===== config.mk =====
export PLATFORM = sky130hd
export DESIGN_NAME = multu_seq_flat
export DESIGN_NICKNAME = d
export VERILOG_FILES = /design/src/rtl/mul_pkg.sv /design/src/rtl/multu_seq_if.sv /design/src/rtl/multu_seq.sv /design/src/flat_wrapper.sv
export SDC_FILE = /design/constraint.sdc
export NUM_CORES = 1
export LEC_CHECK = 0
export CORE_AREA = 2 2 142 144
export DETAILED_ROUTE_END_ITERATION = 6
export DIE_AREA = 0 0 144 146
export GPL_TIMING_DRIVEN = 0
export PLACE_DENSITY = 0.81
export SLEW_MARGIN = 20
export SYNTH_ARGS = -nofsm -noshare
export SYNTH_HDL_FRONTEND = slang
export SYNTH_SLANG_ARGS = --single-unit

===== constraint.sdc =====
create_clock -name clk -period 5.12 [get_ports clk]
set_clock_uncertainty 0.05 [all_clocks]
set_input_delay 1.024 -clock clk [delete_from_list [all_inputs] [get_ports clk]]
set_output_delay 1.024 -clock clk [all_outputs]
set_load 0.05 [all_outputs]

===== src/rtl/mul_pkg.sv =====
`default_nettype none
// ============================================================================
//  Module   : mul_pkg
//  Brief    : Shared funct codes, done code and FSM encoding for multu_seq.
//  Revision : 1.0
// ============================================================================
package mul_pkg;

    localparam logic [5:0] FUNCT_MULT  = 6'b011000;
    localparam logic [5:0] FUNCT_MULTU = 6'b011001;
    localparam logic [5:0] MUL_DONE    = 6'b111111;

    typedef enum logic [1:0] {
        ST_IDLE = 2'd0,
        ST_RUN  = 2'd1,
        ST_DONE = 2'd2
    } mul_state_t;

endpackage
`default_nettype wire


===== src/rtl/multu_seq_if.sv =====
`default_nettype none
// ============================================================================
//  Module   : multu_seq_if
//  Brief    : Issue/result bundle between the EX stage and the multiplier.
//  Revision : 1.0
// ============================================================================
interface multu_seq_if #(
    parameter int WIDTH = 32
);
    logic [5:0]         Signal;
    logic [WIDTH-1:0]   dataA;
    logic [WIDTH-1:0]   dataB;
    logic [2*WIDTH-1:0] MulAns;
    logic [5:0]         MULSignal;
    logic               busy;

    modport master (
        output Signal, dataA, dataB,
        input  MulAns, MULSignal, busy
    );

    modport slave (
        input  Signal, dataA, dataB,
        output MulAns, MULSignal, busy
    );
endinterface
`default_nettype wire


===== src/rtl/multu_seq.sv =====
`default_nettype none
// ============================================================================
//  Module   : multu_seq
//  Brief    : 33-cycle shift-add multiplier for MULT/MULTU, Hi/Lo producer.
//  Revision : 1.0
// ============================================================================
module multu_seq
    import mul_pkg::*;
#(
    parameter int WIDTH = 32
) (
    input  wire          clk,
    input  wire          reset,
    multu_seq_if.slave   mif
);

    localparam int CW = $clog2(WIDTH);

    mul_state_t         r_state, w_state_nxt;
    logic [2*WIDTH:0]   r_acc, w_acc_nxt;
    logic [WIDTH-1:0]   r_mcand, w_mcand_nxt;
    logic [CW-1:0]      r_cnt, w_cnt_nxt;
    logic               r_sign, w_sign_nxt;
    logic [2*WIDTH-1:0] r_ans, w_ans_nxt;

    logic               w_start;
    logic               w_is_signed;
    logic [WIDTH-1:0]   w_mag_a;
    logic [WIDTH-1:0]   w_mag_b;
    logic [WIDTH:0]     w_addend;
    logic [WIDTH:0]     w_upper;
    logic [2*WIDTH-1:0] w_prod;

    always_comb begin
        w_start     = (mif.Signal == FUNCT_MULT) || (mif.Signal == FUNCT_MULTU);
        w_is_signed = (mif.Signal == FUNCT_MULT);
        w_mag_a     = (w_is_signed && mif.dataA[WIDTH-1]) ? -mif.dataA : mif.dataA;
        w_mag_b     = (w_is_signed && mif.dataB[WIDTH-1]) ? -mif.dataB : mif.dataB;

        // Upper part is WIDTH+1 bits wide so the add carry survives the shift.
        w_addend    = r_acc[0] ? {1'b0, r_mcand} : '0;
        w_upper     = r_acc[2*WIDTH:WIDTH] + w_addend;
        w_prod      = {w_upper, r_acc[WIDTH-1:1]};
    end

    always_comb begin
        w_state_nxt = r_state;
        w_acc_nxt   = r_acc;
        w_mcand_nxt = r_mcand;
        w_cnt_nxt   = r_cnt;
        w_sign_nxt  = r_sign;
        w_ans_nxt   = r_ans;

        case (r_state)
            ST_IDLE: begin
                if (w_start) begin
                    w_acc_nxt   = {{(WIDTH+1){1'b0}}, w_mag_b};
                    w_mcand_nxt = w_mag_a;
                    w_cnt_nxt   = '0;
                    w_sign_nxt  = w_is_signed & (mif.dataA[WIDTH-1] ^ mif.dataB[WIDTH-1]);
                    w_state_nxt = ST_RUN;
                end
            end
            ST_RUN: begin
                w_acc_nxt = {1'b0, w_prod};
                w_cnt_nxt = r_cnt + CW'(1);
                // Product register only moves here, so Hi/Lo reads stay coherent during RUN.
                if (r_cnt == CW'(WIDTH-1)) begin
                    w_ans_nxt   = r_sign ? -w_prod : w_prod;
                    w_state_nxt = ST_DONE;
                end
            end
            ST_DONE: begin
                w_state_nxt = ST_IDLE;
            end
            default: begin
                w_state_nxt = ST_IDLE;
            end
        endcase
    end

    always_ff @(posedge clk) begin
        if (reset) begin
            r_state <= ST_IDLE;
            r_acc   <= '0;
            r_mcand <= '0;
            r_cnt   <= '0;
            r_sign  <= 1'b0;
            r_ans   <= '0;
        end else begin
            r_state <= w_state_nxt;
            r_acc   <= w_acc_nxt;
            r_mcand <= w_mcand_nxt;
            r_cnt   <= w_cnt_nxt;
            r_sign  <= w_sign_nxt;
            r_ans   <= w_ans_nxt;
        end
    end

    assign mif.MulAns    = r_ans;
    assign mif.MULSignal = (r_state == ST_DONE) ? MUL_DONE : 6'b000000;
    assign mif.busy      = (r_state != ST_IDLE);

endmodule
`default_nettype wire


===== src/flat_wrapper.sv =====
// flat-port wrapper written by rule: the top's interface ports become plain ports
module multu_seq_flat import mul_pkg::*;
#(
    parameter int WIDTH = 32
)
  (clk, reset, mif_Signal, mif_dataA, mif_dataB, mif_MulAns, mif_MULSignal, mif_busy);
  multu_seq_if #(.WIDTH(WIDTH)) mif_i ();
  input  wire clk;
  input  wire reset;
  input wire logic [$bits(mif_i.Signal)-1:0] mif_Signal;
  input wire logic [$bits(mif_i.dataA)-1:0] mif_dataA;
  input wire logic [$bits(mif_i.dataB)-1:0] mif_dataB;
  output wire logic [$bits(mif_i.MulAns)-1:0] mif_MulAns;
  output wire logic [$bits(mif_i.MULSignal)-1:0] mif_MULSignal;
  output wire logic [$bits(mif_i.busy)-1:0] mif_busy;
  assign mif_i.Signal = mif_Signal;
  assign mif_i.dataA = mif_dataA;
  assign mif_i.dataB = mif_dataB;
  assign mif_MulAns = mif_i.MulAns;
  assign mif_MULSignal = mif_i.MULSignal;
  assign mif_busy = mif_i.busy;
  multu_seq #(.WIDTH(WIDTH)) u_core (.clk(clk), .reset(reset), .mif(mif_i));
endmodule

# Word level (Yosys, flattened, before mapping)
# Cells that the tools add are included.
# classes
add_sub_neg	5
eq_ne	7
mux	12
bitwise	2
reduce_logical	10
# ops
cell	count
$pmux W65 S2	1
$mux W32	3
$mux W65	1
$mux W64	1
$neg A32 Y32	2
$neg A64 Y64	1
$add A33 B33 Y33	1
$eq A6 B5 Y1 const B	2
$pmux W5 S2	1
$reduce_and A2 Y1	4
$mux W6	1
$add A5 B1 Y5 const B	1
$eq A5 B5 Y1 const B	1
$mux W5	1
$mux W2	2
$ne A2 B1 Y1 const B	2
$pmux W2 S2	1
$reduce_bool A2 Y1	2
$eq A2 B1 Y1 const B	1
$eq A2 B2 Y1 const B	1
$logic_and A1 B1 Y1	2
$logic_not A2 Y1	1
$and A1 B1 Y1	1
$logic_or A1 B1 Y1	1
$xor A1 B1 Y1	1
# totals
ff_bits	169
out_inout_bits	71
wordCells	42

# Depth between registers and ports, before layout
# depth
word_depth	5
mapped_depth	16

# Worst setup path before layout
# Ideal clock, no wire load.
# synth_path
path_type	register to register
startpoint	reg u_core.r_acc[0]
endpoint	reg u_core.r_ans[63] (netlist: u_core.mif.MulAns[63])
t_arrival_ns	4.162
setup_slack_ns	0.781
path_stages_with_launch	15
n_path_buf	1
path_cell_list	dfxtp_1 clkbuf_1 and2_1 ha_1 fa_1 a21o_1 a221oi_2 nor4_1 or4_1 and3_1 a2111oi_1 nand4b_2 nor4_4 a211oi_1 or3_1
# synth_between
elab_chain_cells	4
# synth_rtl
element	line_no	source
start, declared	multu_seq.sv:20	logic [2*WIDTH:0] r_acc, w_acc_nxt;
start signal, assigned	multu_seq.sv:92	r_acc <= w_acc_nxt;
$mux W32 *	multu_seq.sv:41	w_addend = r_acc[0] ? {1'b0, r_mcand} : '0;
$add A33 B33 Y33 *	multu_seq.sv:42	w_upper = r_acc[2*WIDTH:WIDTH] + w_addend;
$neg A64 Y64	multu_seq.sv:69	w_ans_nxt = r_sign ? -w_prod : w_prod;
$mux W64 *	multu_seq.sv:69	
end signal, assigned	multu_seq.sv:96	r_ans <= w_ans_nxt;
end, declared	multu_seq.sv:24	logic [2*WIDTH-1:0] r_ans, w_ans_nxt;
# Every way passes the cells marked *; elsewhere a longest branch is shown, timed or not.
# A chain may end at the register's enable or synchronous reset.

# Worst setup path after layout
# Same ends and word-level chain as after synthesis.

==> run summary <==
The run finished with clean final reports. Synthesis handed over a netlist of 1,410 instances. Measured against its own limit, the worst slew margin works out to 32.1%. The global-route wire length before repair came out at 54.6 mm. The mapped cell area is 11,000 um2. The final-report hold violation count came out at 0. The finished layout holds 1,848 standard cells, fillers aside. The initial cell density of the core is 56.7%. The maximum number of pins on one net before global-route repair is 17.

The half-perimeter wire length after placement came out at 27.3 mm. The tightest hold path in the finished design has a slack of 0.403 ns. The routed wire length came out at 34.6 mm. The worst setup slack for register-to-register paths is 0.39 ns. At the later pin of the worst-skew pair, clock insertion delay measures 0.44 ns. STA classifies the critical path startpoint as a flop. In this run the worst path has a maximum fanout of 10. The data required time of the worst path came out at 5.39 ns. The total non-filler cell area in the finished layout came out at 13,400 um2. The placeable core area is 19,300 um2. The number of global-route vias before repair is 10,400.

The fraction of power spent switching nets is 25.3%. The startpoint identified for the worst register-to-register timing path is u_core.r_acc[0]. The first-iteration detailed-routing DRC count came out at 1,050. The repair_antennas step left the layout with diodes totalling 0. The timing-limited maximum frequency came out at 212 MHz. The sequential fraction of design power came out at 45.4%. The element type at the critical path end is a flop. Row generation in the floorplan step produced 51 rows.

The library cell used most frequently in the layout, excluding fill and tap cells, is sky130_fd_sc_hd__dfxtp_1. The count of buffers from port buffering is 141. The number of clock sinks came out at 168. The last weighted congestion value of the routability-driven placer is 0.938. TritonCTS built the clock tree. The share of async-settable or async-resettable flops after synthesis is 0%. Registers take 3360 um2. The horizontal die dimension is 144 um. The combinational power share came out at 9.2%. Across all layers, the routed design uses 11,300 vias. The wire length per cell after detailed routing came out at 18.7 um. Setup repair after global routing left no endpoint under its margin. Post-CTS repair changed the size of 2 cells. The worst vdd rail ir drop came out at 0.000195 V. At the pin with the least slew margin, the transition time is 1.00 ns.

The vertical die dimension came out at 146 um. Once detail routing completed, the nets flagged for antenna violations numbered 0. The max-slew violation count came to 0. The power density over the cells is 218 nW/um2. The path with the worst hold slack has its endpoint at u_core.r_mcand[0]. The worst register-to-register path ends at u_core.mif.MulAns[63]. The number of synthesized flops with an enable pin is 0. After detailed routing, the number of vias per cell comes to 6.13. The initial antenna violation count was 0. Across the run, the number of max-cap violations was 0. The remaining design rule violation count is 0. The number of distinct standard cells referenced by the synthesized netlist came out at 73.

The buffer count from post-CTS setup fixing came out at 0. The post-layout minimum cycle time came out at 4.73 ns. Relative to the synthesized area, the layout overhead comes to 21.9%.

In the layout the commonest cells are 168 x sky130_fd_sc_hd__dfxtp_1, 148 x sky130_fd_sc_hd__nor2_1, 141 x sky130_fd_sc_hd__clkdlybuf4s50_1, 137 x sky130_fd_sc_hd__nand2_1, 125 x sky130_fd_sc_hd__a21oi_1. The launching element of the worst setup path is u_core.r_acc[0]. The final layout net count is 1,680. In this run the number of H-tree levels came out at 4. The number of filler instances in the final layout came out at 1,632.

The synthesized net count came out at 1,520. The total iterations of the first detailed-routing run is 5. The type of the tightest min-delay check is flop to flop.

The per-instance average area after synthesis came out at 7.78 um2. The most frequently used flop master after synthesis is sky130_fd_sc_hd__dfxtp_1. The count of synthesis-stage warnings from yosys came out at 0. The multi-input combinational cells in the finished layout cover a total of 7160 um2. The static leakage came out at 4.94 nW. The switching power of the nets came out at 0.740 mW.

In this run the clock root is driven by a sky130_fd_sc_hd__clkbuf_16. For the worst setup path, the data arrival time is 5.00 ns. The cell count after placement is 1,816. The internal power of the cells totals 2.18 mW. The final critical path takes up 92.3% of the cycle. The total overflow reported by the global router came out at 0. Clock-pin slew was measured on the worst setup and hold paths at 0.08 ns. The critical path in this run is classified as flop to flop. The cell depth of the worst flop-to-flop path is 14. The cell area after placement is 12,700 um2. The floorplan die area is 21,000 um2. Setup violations remaining at the end of the flow were counted as 0. For this run, the total global-route usage over all layers was measured as 32.8%. During I/O placement, the number of pins put on the boundary was 143.

The design draws 2.92 mW. The hold-fix buffer count after cts came out at 0. In this run the most critical hold path is launched from u_core.r_mcand[0]. The number of instances on the worst hold path is 2. The summed negative setup slack over all endpoints came out at 0 ns. The count of state elements after synthesis is 168.

The number of clock buffers inserted by TritonCTS is 17. The longest clock path from root to sink contains 2 buffers. The sequential fraction of the synthesis area came out at 30.7%.

The ratio of cells with drive above 1 in the final layout is 4.93%. The clock share of power came out at 45.4%.
worst max path at each step:
stage / endpoint / slack, ns / cells after the start
after floorplan: u_core.mif.MulAns[63] / 0.78 / 14
after global placement: u_core.mif.MulAns[62] / -0.23 / 14
after detailed placement: u_core.mif.MulAns[62] / -0.20 / 14
after CTS: u_core.mif.MulAns[62] / 0.05 / 14
after global routing: u_core.mif.MulAns[63] / 0.06 / 15
final: u_core.mif.MulAns[63] / 0.39 / 14
worst max-delay path: stages, from the launching register on:
cell	delay, ns
sky130_fd_sc_hd__dfxtp_1	0.45
sky130_fd_sc_hd__clkbuf_1	0.27
sky130_fd_sc_hd__and2_1	0.19
sky130_fd_sc_hd__ha_1	0.31
sky130_fd_sc_hd__a21o_1	0.27
sky130_fd_sc_hd__a31oi_1	0.31
sky130_fd_sc_hd__a21oi_1	0.16
sky130_fd_sc_hd__o311ai_1	0.65
sky130_fd_sc_hd__o2111ai_1	0.35
sky130_fd_sc_hd__or2_4	0.35
sky130_fd_sc_hd__or3_1	0.38
sky130_fd_sc_hd__buf_6	0.15
sky130_fd_sc_hd__nor4_4	0.23
sky130_fd_sc_hd__a211oi_1	0.11
sky130_fd_sc_hd__or3_1	0.36
metal layers:
metal	vias to the layer above	part of all wire [%]	global-route usage, %	wire length (um)
li1	5462	-	-	-
met1	5298	46	49.0	15800
met2	514	42	48.6	14700
met5	-	0	0	0
met3	59	9.7	5.03	3360
met4	0	2.3	9.61	801
cells by family (layout without fill, tap and decap cells):
family	count (synthesis)	count (layout)	synth area share (%)
adders and majority gates	38	38	4.40
buffers and inverters	115	288	4.63
and+or+nand+nor	534	534	24.0
xor gates and xnor gates	123	123	9.82
DFF	168	168	30.7
muxes	7	7	0.639
AOI/OAI and AO/OA	425	425	25.8
Yosys cell counts (all sizes together), types with 4 or more instances:
cell type    n  area (um2)
a2111oi      4        36.3
a211oi      81         608
a21o        18         135
a21oi      125         626
a22oi       32         240
a311oi       7        61.3
a31oi       16         100
and2        48         300
and3        12        75.1
and4         7        61.3
buf         27         171
clkbuf      71         267
dfxtp      168        3360
ha          37         463
inv         16        60.1
mux2i        7        70.1
nand2      137         514
nand2b      11        76.3
nand3       53         265
nand4       13        81.3
nor2       148         556
nor2b        8        50.1
nor3        26         130
nor3b        4        30.0
nor4        13        96.3
o211ai       8        60.1
o21a         6        45.0
o21ai       52         260
o31ai       33         253
o41ai       12         120
or2         12        80.1
or3         23         144
or4          9        83.8
xnor2       46         403
xor2        77         674
layout make-up:
type / instances / share of cell area, %
clock inverter: 13 / 1.17
sequential: 168 / 25.2
clock buffer: 19 / 3.31
tap: 265 / 2.48
inverter: 16 / 0.449
buffer: 99 / 3.35
timing repair buffer: 141 / 10.6
multi-input combinational: 1127 / 53.5
sequential cells by signal, summed over array words and instances, names as in the netlist:
name and count:
u_core.r_cnt 5, u_core.r_acc 64, u_core.mif.MulAns 64, u_core.r_mcand 32
u_core.r_sign 1, u_core.r_state 2
power by group through the flow:
stage / registers (mW) / logic (mW) / clock network [mW]
2_1_floorplan: 1.35 / 0.145 / 0
4_1_cts: 1.32 / 0.264 / 1.33
3_5_place_dp: 1.35 / 0.262 / 0
6_report: 1.32 / 0.269 / 1.33
5_1_grt: 1.32 / 0.291 / 1.39
3_3_place_gp: 1.35 / 0.260 / 0
per-stage QoR:
step / setup WS (ns) / util (%)
6_report: 0.393 / 69.1
5_1_grt: 0.0584 / 69.1
4_1_cts: 0.0519 / 68.9
3_5_place_dp: -0.200 / 65.7
3_3_place_gp: -0.227 / 65.7
2_1_floorplan: 0.781 / -
Power figures use the tool's default switching activity.
